$ cat config.mk
export PLATFORM = sky130hd
export DESIGN_NAME = io_access_sequencer
export DESIGN_NICKNAME = d
export VERILOG_FILES = /design/src/rtl/io_access_sequencer_pkg.sv /design/src/rtl/io_access_sequencer_timeout_counter.sv /design/src/rtl/io_access_sequencer.sv
export SDC_FILE = /design/constraint.sdc
export NUM_CORES = 1
export LEC_CHECK = 0
export BUFFER_PORTS_ARGS = -buffer_cell sky130_fd_sc_hd__buf_2
export CORE_ASPECT_RATIO = 1.4
export CORE_MARGIN = 2
export CORE_UTILIZATION = 30
export CTS_BUF_LIST = sky130_fd_sc_hd__clkbuf_16
export CTS_CLUSTER_SIZE = 40
export DETAILED_ROUTE_END_ITERATION = 10
export MAX_ROUTING_LAYER = met4
export PLACE_DENSITY = 0.66
export SYNTH_ARGS = -nofsm -noshare
export SYNTH_HDL_FRONTEND = slang
export SYNTH_HIERARCHICAL = 1
export SYNTH_SLANG_ARGS = --single-unit
$ cat constraint.sdc
create_clock -name clk -period 2 [get_ports clk]
set_clock_uncertainty 0.2 [all_clocks]
set_input_delay 0.3 -clock clk [delete_from_list [all_inputs] [get_ports clk]]
set_output_delay 0.3 -clock clk [all_outputs]
set_load 0.01 [all_outputs]
$ cat src/rtl/io_access_sequencer_pkg.sv
// io_access_sequencer_pkg: shared FSM encoding, IO window base, default timeout and device offsets
package io_access_sequencer_pkg;
   typedef enum logic [1:0] {
      ST_IDLE = 2'd0,
      ST_REQ  = 2'd1,
      ST_WAIT = 2'd2,
      ST_DONE = 2'd3
   } state_t;
   localparam logic [31:0] IO_BASE            = 32'hFFFF_FC00;
   localparam int          DEF_TIMEOUT_CYCLES = 255;
   localparam int          DEF_OFFSET_W       = 10;
   localparam logic [9:0]  OFF_SWITCH         = 10'h000;
   localparam logic [9:0]  OFF_LED            = 10'h004;
   localparam logic [9:0]  OFF_SEG            = 10'h008;
   localparam logic [9:0]  OFF_UART           = 10'h00C;
endpackage

$ cat src/rtl/io_access_sequencer_timeout_counter.sv
// io_timeout_counter: 8-bit clear/enable counter; tc flags the LIMIT-th enabled cycle (clk, rst, clr, en -> tc)
module io_timeout_counter #(
   parameter int LIMIT = 255
) (
   input  logic clk,
   input  logic rst,
   input  logic clr,
   input  logic en,
   output logic tc
);
   logic [7:0] count;
   always_ff @(posedge clk)
      if (rst || clr) count <= '0;
      else if (en) count <= count + 8'd1;
   assign tc = count == 8'(LIMIT - 1);
endmodule

$ cat src/rtl/io_access_sequencer.sv
// io_access_sequencer: stalls the core while an IO load/store runs a req/ack bus cycle (strobes/addr/wdata in; cpu_stall, rdata/rdata_valid, bus_err, dev_* bus out)
module io_access_sequencer
   import io_access_sequencer_pkg::*;
#(
   parameter int TIMEOUT_CYCLES = DEF_TIMEOUT_CYCLES,
   parameter int OFFSET_W       = DEF_OFFSET_W
) (
   input  logic                clk,
   input  logic                rst,
   input  logic                io_read,
   input  logic                io_write,
   input  logic [31:0]         addr,
   input  logic [31:0]         wdata,
   output logic                cpu_stall,
   output logic [31:0]         rdata,
   output logic                rdata_valid,
   output logic                bus_err,
   output logic                dev_req,
   output logic                dev_we,
   output logic [OFFSET_W-1:0] dev_addr,
   output logic [31:0]         dev_wdata,
   input  logic                dev_ack,
   input  logic [31:0]         dev_rdata
);
   state_t state, state_n;
   logic we_q;
   logic [OFFSET_W-3:0] off_q;
   logic [31:0] wdata_q;
   logic strobe, misaligned, tc, unused_addr;
   assign strobe = io_read | io_write;
   assign misaligned = addr[1:0] != 2'b00;
   assign unused_addr = ^addr[31:OFFSET_W];
   io_timeout_counter #(.LIMIT(TIMEOUT_CYCLES)) u_timeout (
      .clk(clk),
      .rst(rst),
      .clr(state == ST_REQ),
      .en (state == ST_WAIT),
      .tc (tc)
   );
   always_comb begin
      state_n = state;
      state_n = state == ST_IDLE ? (strobe ? (misaligned ? ST_DONE : ST_REQ) : ST_IDLE)
              : state == ST_REQ  ? ST_WAIT
              : state == ST_WAIT ? ((dev_ack || tc) ? ST_DONE : ST_WAIT)
              : ST_IDLE;
   end
   // Bus outputs are gated by dev_req so the peripheral bus idles at zero between transactions.
   always_comb begin
      dev_req = 1'b0;
      dev_req = state == ST_REQ || state == ST_WAIT;
      cpu_stall = state == ST_IDLE ? strobe : dev_req;
      rdata_valid = state == ST_DONE && !we_q;
      dev_we = dev_req && we_q;
      dev_addr = dev_req ? {off_q, 2'b00} : '0;
      dev_wdata = dev_req ? wdata_q : '0;
   end
   always_ff @(posedge clk)
      if (rst) begin
         state <= ST_IDLE;
         we_q <= 1'b0;
         off_q <= '0;
         wdata_q <= '0;
         rdata <= '0;
         bus_err <= 1'b0;
      end else begin
         state <= state_n;
         if (state == ST_IDLE && strobe) begin
            we_q <= io_write;
            off_q <= addr[OFFSET_W-1:2];
            wdata_q <= wdata;
            if (misaligned || (io_read && io_write)) bus_err <= 1'b1;
            if (misaligned && !io_write) rdata <= '0;
         end
         // An ack in the terminal-count cycle still completes normally.
         if (state == ST_WAIT) begin
            if (dev_ack) begin
               if (!we_q) rdata <= dev_rdata;
            end else if (tc) begin
               bus_err <= 1'b1;
               if (!we_q) rdata <= '0;
            end
         end
      end
endmodule

Word level (Yosys, flattened, before mapping)
Cells that the tools add are included.
{ "word_totals": {"ff_bits": 84, "input_bits": 101, "output_inout_bits": 79, "word_cells": 47} }
{ "op_classes": {"addsub": 1, "eq_ne": 4, "n_mux": 21, "bitwise": 1, "reduce_logical": 13} }
{ "ops": {"columns": ["op", "n"], "rows": [
  ["32-bit 2-to-1 mux", 8],
  ["10-bit 2-to-1 mux", 1],
  ["2-bit 2-to-1 mux", 5],
  ["8-bit by 1-bit adder with 8-bit output, second input constant", 1],
  ["8-bit equality test, second input constant", 1],
  ["1-bit 2-to-1 mux", 7],
  ["1-bit logical AND", 5],
  ["2-bit equality test, second input constant", 2],
  ["1-bit logical OR", 4],
  ["2-bit by 1-bit equality test with 1-bit output, second input constant", 1],
  ["1-bit logical NOT", 2],
  ["2-bit logical NOT", 1],
  ["2-bit nonzero test", 1],
  ["1-bit OR", 1]
]} }

Logic depth before layout (Yosys ltp)
Gate-level depths: netlist of run 1.
{ "depth": {"ltp_word": 8, "depth_mapped": 9, "ltp_nobuf": 7} }

Modules after synthesis
The synthesis of run 1 kept the hierarchy.
{ "modules_own_cells": {"columns": ["module", "instances", "cells_per_inst", "area_per_inst_um2", "seq_area_each_um2"], "rows": [
  ["io_access_sequencer", 1, 440, 3508.4, 1521.5],
  ["io_timeout_counter", 1, 42, 369.1, 160.2]
]} }

Worst setup path before layout of run 1
OpenSTA, ideal clock, no wires.
{ "synth_timing": {"path_type": "register -> register", "start": "reg u_timeout.count[0]", "end": "reg rdata[10]", "setup_time_ns": 0.116, "t_arrival_ns": 1.568, "required_time_ns": 1.684, "setup_slack_ns": 0.117, "path_stages_with_launch": 10, "n_path_buf": 2, "period_less_slack_ns": 1.883, "path_cell_list": "dfxtp_1 > inv_1 > ha_1 > nand2_1 > nor3_1 > nor2b_1 > clkbuf_1 > buf_2 > o211ai_1 > a31o_1"} }
{ "synth_via": {"elab_chain_len": 4} }
{ "synth_lines": {"columns": ["element", "line_no", "rtl"], "rows": [
  ["from (decl)", "io_access_sequencer_timeout_counter.sv:11", "logic [7:0] count;"],
  ["from (signal assigned)", "io_access_sequencer_timeout_counter.sv:14", "else if (en) count <= count + 8'd1;"],
  ["8-bit equality test", "io_access_sequencer_timeout_counter.sv:15", "assign tc = count == 8'(LIMIT - 1);"],
  ["via tc", "io_access_sequencer.sv:29", "logic strobe, misaligned, tc, unused_addr;"],
  ["32-bit 2-to-1 mux", "io_access_sequencer.sv:78", "end else if (tc) begin"],
  ["32-bit 2-to-1 mux", "io_access_sequencer.sv:76", "if (dev_ack) begin"],
  ["32-bit 2-to-1 mux", "io_access_sequencer.sv:75", "if (state == ST_WAIT) begin"],
  ["to (signal assigned)", "io_access_sequencer.sv:77", "if (!we_q) rdata <= dev_rdata;"],
  ["to (decl)", "io_access_sequencer.sv:15", "output logic [31:0] rdata,"]
]} }
The timed path passes the listed nets, and every way through them passes these cells.
A chain may end at the register's enable or synchronous reset.

Final worst setup path of run 1
{ "layout_timing": {"start": "reg state[1]", "end": "out dev_wdata[25]"} }
{ "layout_via": {"elab_chain_len": 3, "elab_cells_between_ends": 4, "cone_classes": "eq/ne (2); mux (1); reduce/logical (1)"} }
{ "layout_lines": {"columns": ["element", "line_no", "rtl"], "rows": [
  ["from (decl)", "io_access_sequencer.sv:25", "state_t state, state_n;"],
  ["from (signal assigned)", "io_access_sequencer.sv:66", "state <= state_n;"],
  ["2-bit by 1-bit equality test with 1-bit output / 2-bit equality test (equally long branches)", "io_access_sequencer.sv:50", "dev_req = state == ST_REQ || state == ST_WAIT;"],
  ["1-bit logical OR *", "io_access_sequencer.sv:50", null],
  ["32-bit 2-to-1 mux *", "io_access_sequencer.sv:55", "dev_wdata = dev_req ? wdata_q : '0;"],
  ["to (decl)", "io_access_sequencer.sv:21", "output logic [31:0] dev_wdata,"]
]} }
Every way passes the cells marked *; elsewhere a longest branch is shown, timed or not.

==> reports/qor.csv, run 1 <==
stage,metric,value,unit
outcome,status,"finished, final reports clean",
cts,numCtsBuffers,9,
critical_path,crit_path_max_fanout,17,
drt,firstDrtPassIters,4,
cts,cts.sinks,84,
yosys,ys_top_cells_by_area,"dfxtp_1 (43%), nand2_1 (8.3%), a31o_1 (7.0%)",
cts,cts_tree,done,
power_and_ir_drop,irDropWorstVdd,0.3947,mV
yosys,synthCells,482,
sta,rsz0062_at_grt,yes,
global_route,grt_pass1_wl,18030,µm
sta,finalSetupViolCount,0,
flow_run,max_cap_viol_count,0,
global_route,grt_overflow,0,
cts,htreeDepth,3,
drt,drc_errors,0,
sta,min_period,1979,ps
yosys,synth-main-ff-cell,dfxtp_1,
drt,detail_route.iter0.violations,114,
critical_path,cp.arrival,1480,ps
yosys,ys_types,36,
global_route,met3_usage,3.842,%
power_and_ir_drop,leakagePower,2.384,nW
floorplanning,initial_utilization,30.41,%
floorplanning,core,12750,µm²
floorplanning,die_w,100.1,µm
global_route,grt_max_degree,67,
global_route,grt_pass1_vias,3912,
cts,cts_setup_buffers,0,
yosys,ys_async_sr_fraction,0,%
yosys,synth_area_per_cell,8.045,µm²
final_layout,drive_gt1_share,31.43,%
final_layout,final_area,5425,µm²
final_layout,antenna_cells,0,
yosys,synth.most_common_cell,nand2_1,
sta,fmax,505.4,MHz
sta,hold_ws,14.41,ps
critical_path,cp-start-kind,register,
drt,drt_wl_total,11070,µm
drt,detail-route-antenna-nets,0,
placed_design,place_area,4831,µm²
yosys,yosysWarnings,6,
sta,fin_crit_sh,98.94,%
floorplanning,die-area,13860,µm²
floorplanning,rows,49,
final_layout,syn2layout_area_growth,39.92,%
sta,finalHoldViolCount,0,
drt,avgRoutedWirePerCell,13.81,µm
yosys,yosysSeqAreaShare,43.37,%
yosys,yosys.area.top_type_share,43.37,%
sta,slew_violations,0,
worst_hold_path,min_path_type,primary input to register,
placed_design,dpl.hpwl,7321,µm
placed_design,dpl_worst_slack,70.96,ps
final_layout,num-nets-final,751,
yosys,synth_seq_cells,84,
cts,clk_pin_slew_worst_paths,60,ps
cts,cts-root-buf,clkbuf_16,
sta,setup_ws,21.30,ps
global_route,globalRouteMet2Util,28.20,%
global_route,antenna_found_initial,0,
floorplanning,io-pin-count,180,
drt,vias,3986,
power_and_ir_drop,powerDensity,858.1,nW/µm²
drt,vias_per_cell,4.970,
yosys,synth_top_cell_by_area,dfxtp_1,
global_route,top_usage_layer,met2,
placed_design,routabilityCongestion,0.8092,
floorplanning,die_height,138.5,µm
placed_design,portBuffers,155,
global_route,grtUsageTotal,16.17,%
cts,clock_latency,330,ps
yosys,synthTopCellsByCount,"nand2_1 (86), dfxtp_1 (84), a21oi_1 (47), and2_1 (41), o21ai_0 (36)",
cts,clk_path_buf_depth,2,
yosys,synth-edff-count,0,
critical_path,end_kind,primary output,
critical_path,criticalPathCategory,register to primary output,
critical_path,worstPathRequired,1500,ps
power_and_ir_drop,fin_total_pwr,4.655,mW
yosys,synth_area,3877,µm²
global_route,grtUsageMet1,18.04,%
## registers in the layout (all words and copies together) (netlist names)
| register | count |
|---|---|
| rdata | 32 |
| wdata_q | 32 |
| off_q | 8 |
| u_timeout/count | 8 |
| state | 2 |
| bus_err | 1 |
| we_q | 1 |
## critical path: stages (launching register included)
cell     delay [ps]
dfxtp_2         350
inv_2            60
ha_4            320
buf_12          150
and2_1          140
buf_2           140
## layout by cell type (no fill, tap or decap), drive strengths merged, types with 2 or more instances in the layout
cell type,Yosys,routed
o21ai,37,37
or3,2,2
nor2,38,38
a31oi,2,2
nand3,3,3
conb,1,2
clkbuf,23,9
inv,5,7
ha,6,6
xor2,3,3
clkinv,0,3
dfxtp,84,84
dlygate4sd3,0,24
and2,41,41
a31o,32,32
buf,24,173
nand2,86,86
o21a,2,2
a21oi,47,47
nand4,2,2
nor2b,2,2
o211ai,33,33
## per-stage QoR
stage | utilization (%) | TNS, ps | std cells
6_report | 42.54 | 0 | 802
3_5_place_dp | 37.88 | 0 | 761
2_1_floorplan | - | 0 | 483
4_1_cts | 42.37 | -48.84 | 801
5_1_grt | 42.54 | -1367 | 802
3_3_place_gp | 37.88 | 0 | 761
## power by group
| group | leakage (nW) | switching, mW | internal [mW] | total (mW) |
|---|---|---|---|---|
| Combinational | 1.55 | 0.636 | 0.505 | 1.14 |
| Clock | 0.145 | 0.657 | 0.963 | 1.62 |
| Sequential | 0.687 | 0.0773 | 1.82 | 1.90 |
## path summary, 6_finish.rpt
check / startpoint / to / slack (ps) / cells past startpoint
max: state[1]$_SDFF_PP0_ / dev_wdata[25] / 20 / 5
min: wdata[13] / wdata_q[13]$_SDFFE_PP0N_ / 10 / 3
max reg2reg: u_timeout/count[2]$_SDFFE_PP0P_ / rdata[25]$_SDFF_PP0_ / 110 / 6
min reg2reg: wdata_q[1]$_SDFFE_PP0N_ / wdata_q[1]$_SDFFE_PP0N_ / 250 / 2
## cell families after synthesis
kind of cell,after synthesis,synth area share (%)
simple gates,179,21.23
flops,84,43.37
xor+xnor,4,0.9037
other cells,1,0.09671
buf+inv,52,6.679
compound gates,156,25.78
fa+ha+maj,6,1.936
## metal layers
layer | share of wire, % | vias up
met5 | 0 | -
met2 | 50 | 148
met4 | 1.0 | 0
met1 | 42 | 1852
li1 | - | 1973
met3 | 7.0 | 13
## area by class of cell
type | instances | area, µm²
clock buffers | 9 | 225.2
clock inverters | 7 | 67.56
fillers | 1275 | 7327
inverters | 5 | 18.77
multi-input cells | 347 | 1986
flip-flops and latches | 84 | 1684
well taps | 153 | 191.4
repair buffers | 197 | 1252
## timing repair
action | in CTS | in global routing
setup endpoints to repair | 42 | 74
endpoints found under the hold margin | 23 | 1
pin swaps | 2 | 0
hold buffers | 23 | 1
resized for setup | 7 | 2
gates cloned | 1 | 0
No activity file was read; power rests on OpenSTA's default activity.
==> run 2: changes to the inputs <==
- CORE_MARGIN: 2 -> not set
==> reports/qor.csv, run 2 (synthesis results as in run 1) <==
stage,metric,value,unit,change
critical_path,worstPathRequired,1500,ps,about the same
critical_path,worst-path-stages,6,,was 5
global_route,grt_max_degree,67,,unchanged
cts,cts_tree,done,,unchanged
placed_design,routabilityCongestion,0.7525,,was 0.8092
global_route,grt_overflow,0,,unchanged
floorplanning,die-area,13390,µm²,was 13860 µm²
critical_path,crit_buf_inv,4,,was 3
critical_path,crit_family,buffers and inverters,,was flip-flops
global_route,grtUsageTotal,18.06,%,was 16.17%
sta,hold_ws,17.28,ps,was 14.41 ps
drt,wl_met2,6300,µm,was 5535 µm
floorplanning,initial_utilization,31.04,%,was 30.41%
cts,clock_latency,330,ps,about the same
drt,vias,4100,,was 3986
critical_path,crit_path_max_fanout,5,,was 17
critical_path,criticalPathCategory,register to primary output,,unchanged
cts,clk_pin_slew_worst_paths,60,ps,about the same
final_layout,largestRegisters,"rdata (32), wdata_q (32)",,unchanged
drt,detail_route.iter0.violations,158,,was 114
placed_design,dpl_worst_slack,9.667,ps,was 70.96 ps
critical_path,r2r_setup_slack,140,ps,was 110 ps
final_layout,final_common_cell,buf_2,,unchanged
critical_path,ff2ff_path_depth,6,,unchanged
final_layout,drive_gt1_share,37.61,%,was 31.43%
final_layout,final_cell_mix,"buf_2 (121), nand2_1 (86), dfxtp_1 (82)",,"was buf_2 (154), nand2_1 (86), dfxtp_1 (82)"
power_and_ir_drop,leakagePower,2.649,nW,was 2.384 nW
critical_path,r2r_start,u_timeout/count[2]$_SDFFE_PP0P_,,unchanged
cts,clk_path_buf_depth,2,,unchanged
sta,finalSetupTns,-627.5,ps,was 0 ps
critical_path,slowest_stage,dfxtp_2,,unchanged
sta,fmax,486.7,MHz,was 505.4 MHz
drt,detail-route-antenna-nets,0,,unchanged
global_route,antenna_found_initial,0,,unchanged
critical_path,end_kind,primary output,,unchanged
floorplanning,die_w,98.09,µm,was 100.1 µm
critical_path,slowest_delay,330,ps,was 350 ps
sta,finalSetupViolCount,26,,was 0
outcome,status,finished with violations,,"was finished, final reports clean"
drt,drc_errors,16,,was 0
sta,min_period,2055,ps,was 1979 ps
power_and_ir_drop,irDropWorstVdd,0.4863,mV,was 0.3947 mV
drt,firstDrtPassIters,8,,was 4
final_layout,antenna_cells,0,,unchanged
drt,route.top_layer_used,met4,,unchanged
placed_design,dp_cells,756,,was 761
placed_design,portBuffers,155,,unchanged
flow_run,max_cap_viol_count,0,,unchanged
drt,drt_wl_total,12270,µm,was 11070 µm
critical_path,r2r-end,rdata[9]$_SDFF_PP0_,,was rdata[25]$_SDFF_PP0_
sta,finalHoldViolCount,0,,unchanged
critical_path,cp.arrival,1550,ps,was 1480 ps
floorplanning,io-pin-count,180,,unchanged
floorplanning,core,12490,µm²,was 12750 µm²
outcome,failed_checks,"design-rule violations, negative setup slack",,
cts,numCtsBuffers,9,,unchanged
critical_path,cp-start-kind,register,,unchanged
critical_path,cp_cell_sequence,inv_2 > ha_4 > buf_12 > clkbuf_16 > and2_4 > buf_6,,was inv_2 > ha_4 > buf_12 > and2_1 > buf_2
power_and_ir_drop,powerDensity,884.4,nW/µm²,was 858.1 nW/µm²
final_layout,num-nets-final,773,,was 751
drt,wl_met3,969,µm,was 772 µm
critical_path,endpoint,dev_wdata[17],,was dev_wdata[25]
cts,cts-root-buf,clkbuf_16,,unchanged
cts,cts.sinks,84,,unchanged
drt,met1_length,4829,µm,was 4649 µm
final_layout,syn2layout_area_growth,57.53,%,was 39.92%
placed_design,dpl.hpwl,7107,µm,was 7321 µm
sta,slew_violations,0,,unchanged
sta,rsz0062_at_grt,yes,,unchanged
sta,setup_ws,-54.83,ps,was 21.30 ps
cts,htreeDepth,3,,unchanged
global_route,grt_pass1_wl,18750,µm,was 18030 µm
drt,vias_per_cell,5.000,,was 4.970
global_route,grt_pass1_vias,3948,,was 3912
drt,avgRoutedWirePerCell,14.96,µm,was 13.81 µm
final_layout,instances_no_fill,820,,was 802
worst_hold_path,min_path_type,primary input to register,,unchanged
critical_path,crit_start,state[1]$_SDFF_PP0_,,unchanged
floorplanning,die_height,136.5,µm,was 138.5 µm
sta,fin_crit_sh,102.7,%,was 98.94%
floorplanning,rows,48,,was 49
==> run 2: cell count changes in the layout (fill, tap and decap cells not counted), moves of 2 or more <==
| cell | change |
|---|---|
| and2_1 | -34 |
| clkbuf_16 | +2 |
| bufinv_16 | +2 |
| buf_6 | +35 |
| dlygate4sd3_1 | +10 |
| buf_12 | +3 |
| and2_4 | +34 |
| buf_2 | -33 |
| buf_16 | +3 |
| buf_4 | +2 |
==> run 2: cell type report <==
type / count / area, µm²
clock inverter: 6 / 113.9
inverter: 5 / 18.77
tap: 150 / 187.7
clock buffer: 9 / 225.2
sequential: 84 / 1684
fill: 1138 / 6384
multi-input combinational: 347 / 2090
timing repair buffer: 219 / 1789
==> run 2: layer usage <==
| metal | vias up | global-route usage [%] |
|---|---|---|
| met3 | 13 | 4.545 |
| met2 | 161 | 31.89 |
| met4 | 0 | 5.640 |
| li1 | 2016 | - |
| met1 | 1910 | 19.94 |
| met5 | - | - |
==> run 2: worst min-delay path by stage <==
stage                                  start                       end  slack (ps)  cells after the start
global placement    wdata_q[24]$_SDFFE_PP0N_  wdata_q[24]$_SDFFE_PP0N_         240                      2
finish                             wdata[27]  wdata_q[27]$_SDFFE_PP0N_          20                      3
detailed placement  wdata_q[26]$_SDFFE_PP0N_  wdata_q[26]$_SDFFE_PP0N_         240                      2
CTS                                wdata[10]  wdata_q[10]$_SDFFE_PP0N_         0.4                      3
global route                       wdata[27]  wdata_q[27]$_SDFFE_PP0N_           5                      3
floorplan              off_q[0]$_SDFFE_PP0N_     off_q[0]$_SDFFE_PP0N_         230                      2
==> run 2: timing repair <==
item | CTS | global route
pin swaps | 8 | 20
cloned | 4 | 2
endpoints found under the hold margin | 33 | 1
hold buffers | 33 | 1
gates resized for setup | 37 | 47
setup endpoints to repair | 66 | 67
setup buffers | 5 | 4
==> run 2: report_power, final <==
part | total (mW) | switching (mW) | leakage [nW] | internal, mW
combinational | 1.61 | 0.775 | 1.80 | 0.840
sequential | 1.90 | 0.0828 | 0.687 | 1.82
clock | 1.89 | 0.672 | 0.158 | 1.22
total | 5.40 | 1.53 | 2.65 | 3.87
==> run 2: stage by stage <==
| step | power (mW) | area (µm²) | util (%) |
|---|---|---|---|
| 2_1_floorplan | 2.547 | 3881 | - |
| 4_1_cts | 5.260 | 5803 | 46.45 |
| 5_1_grt | 5.663 | 6108 | 48.90 |
| 3_5_place_dp | 2.960 | 4825 | 38.62 |
| 3_3_place_gp | 2.927 | 4825 | 38.62 |
| 6_report | 5.402 | 6108 | 48.90 |
==> run 2: worst register-to-register path: stages, from the launching register on <==
cell      delay (ps)
dfxtp_1          440
nand3_4          150
nor3_4           230
nor2b_4          200
buf_12           190
o211ai_1         110
a31o_1           230
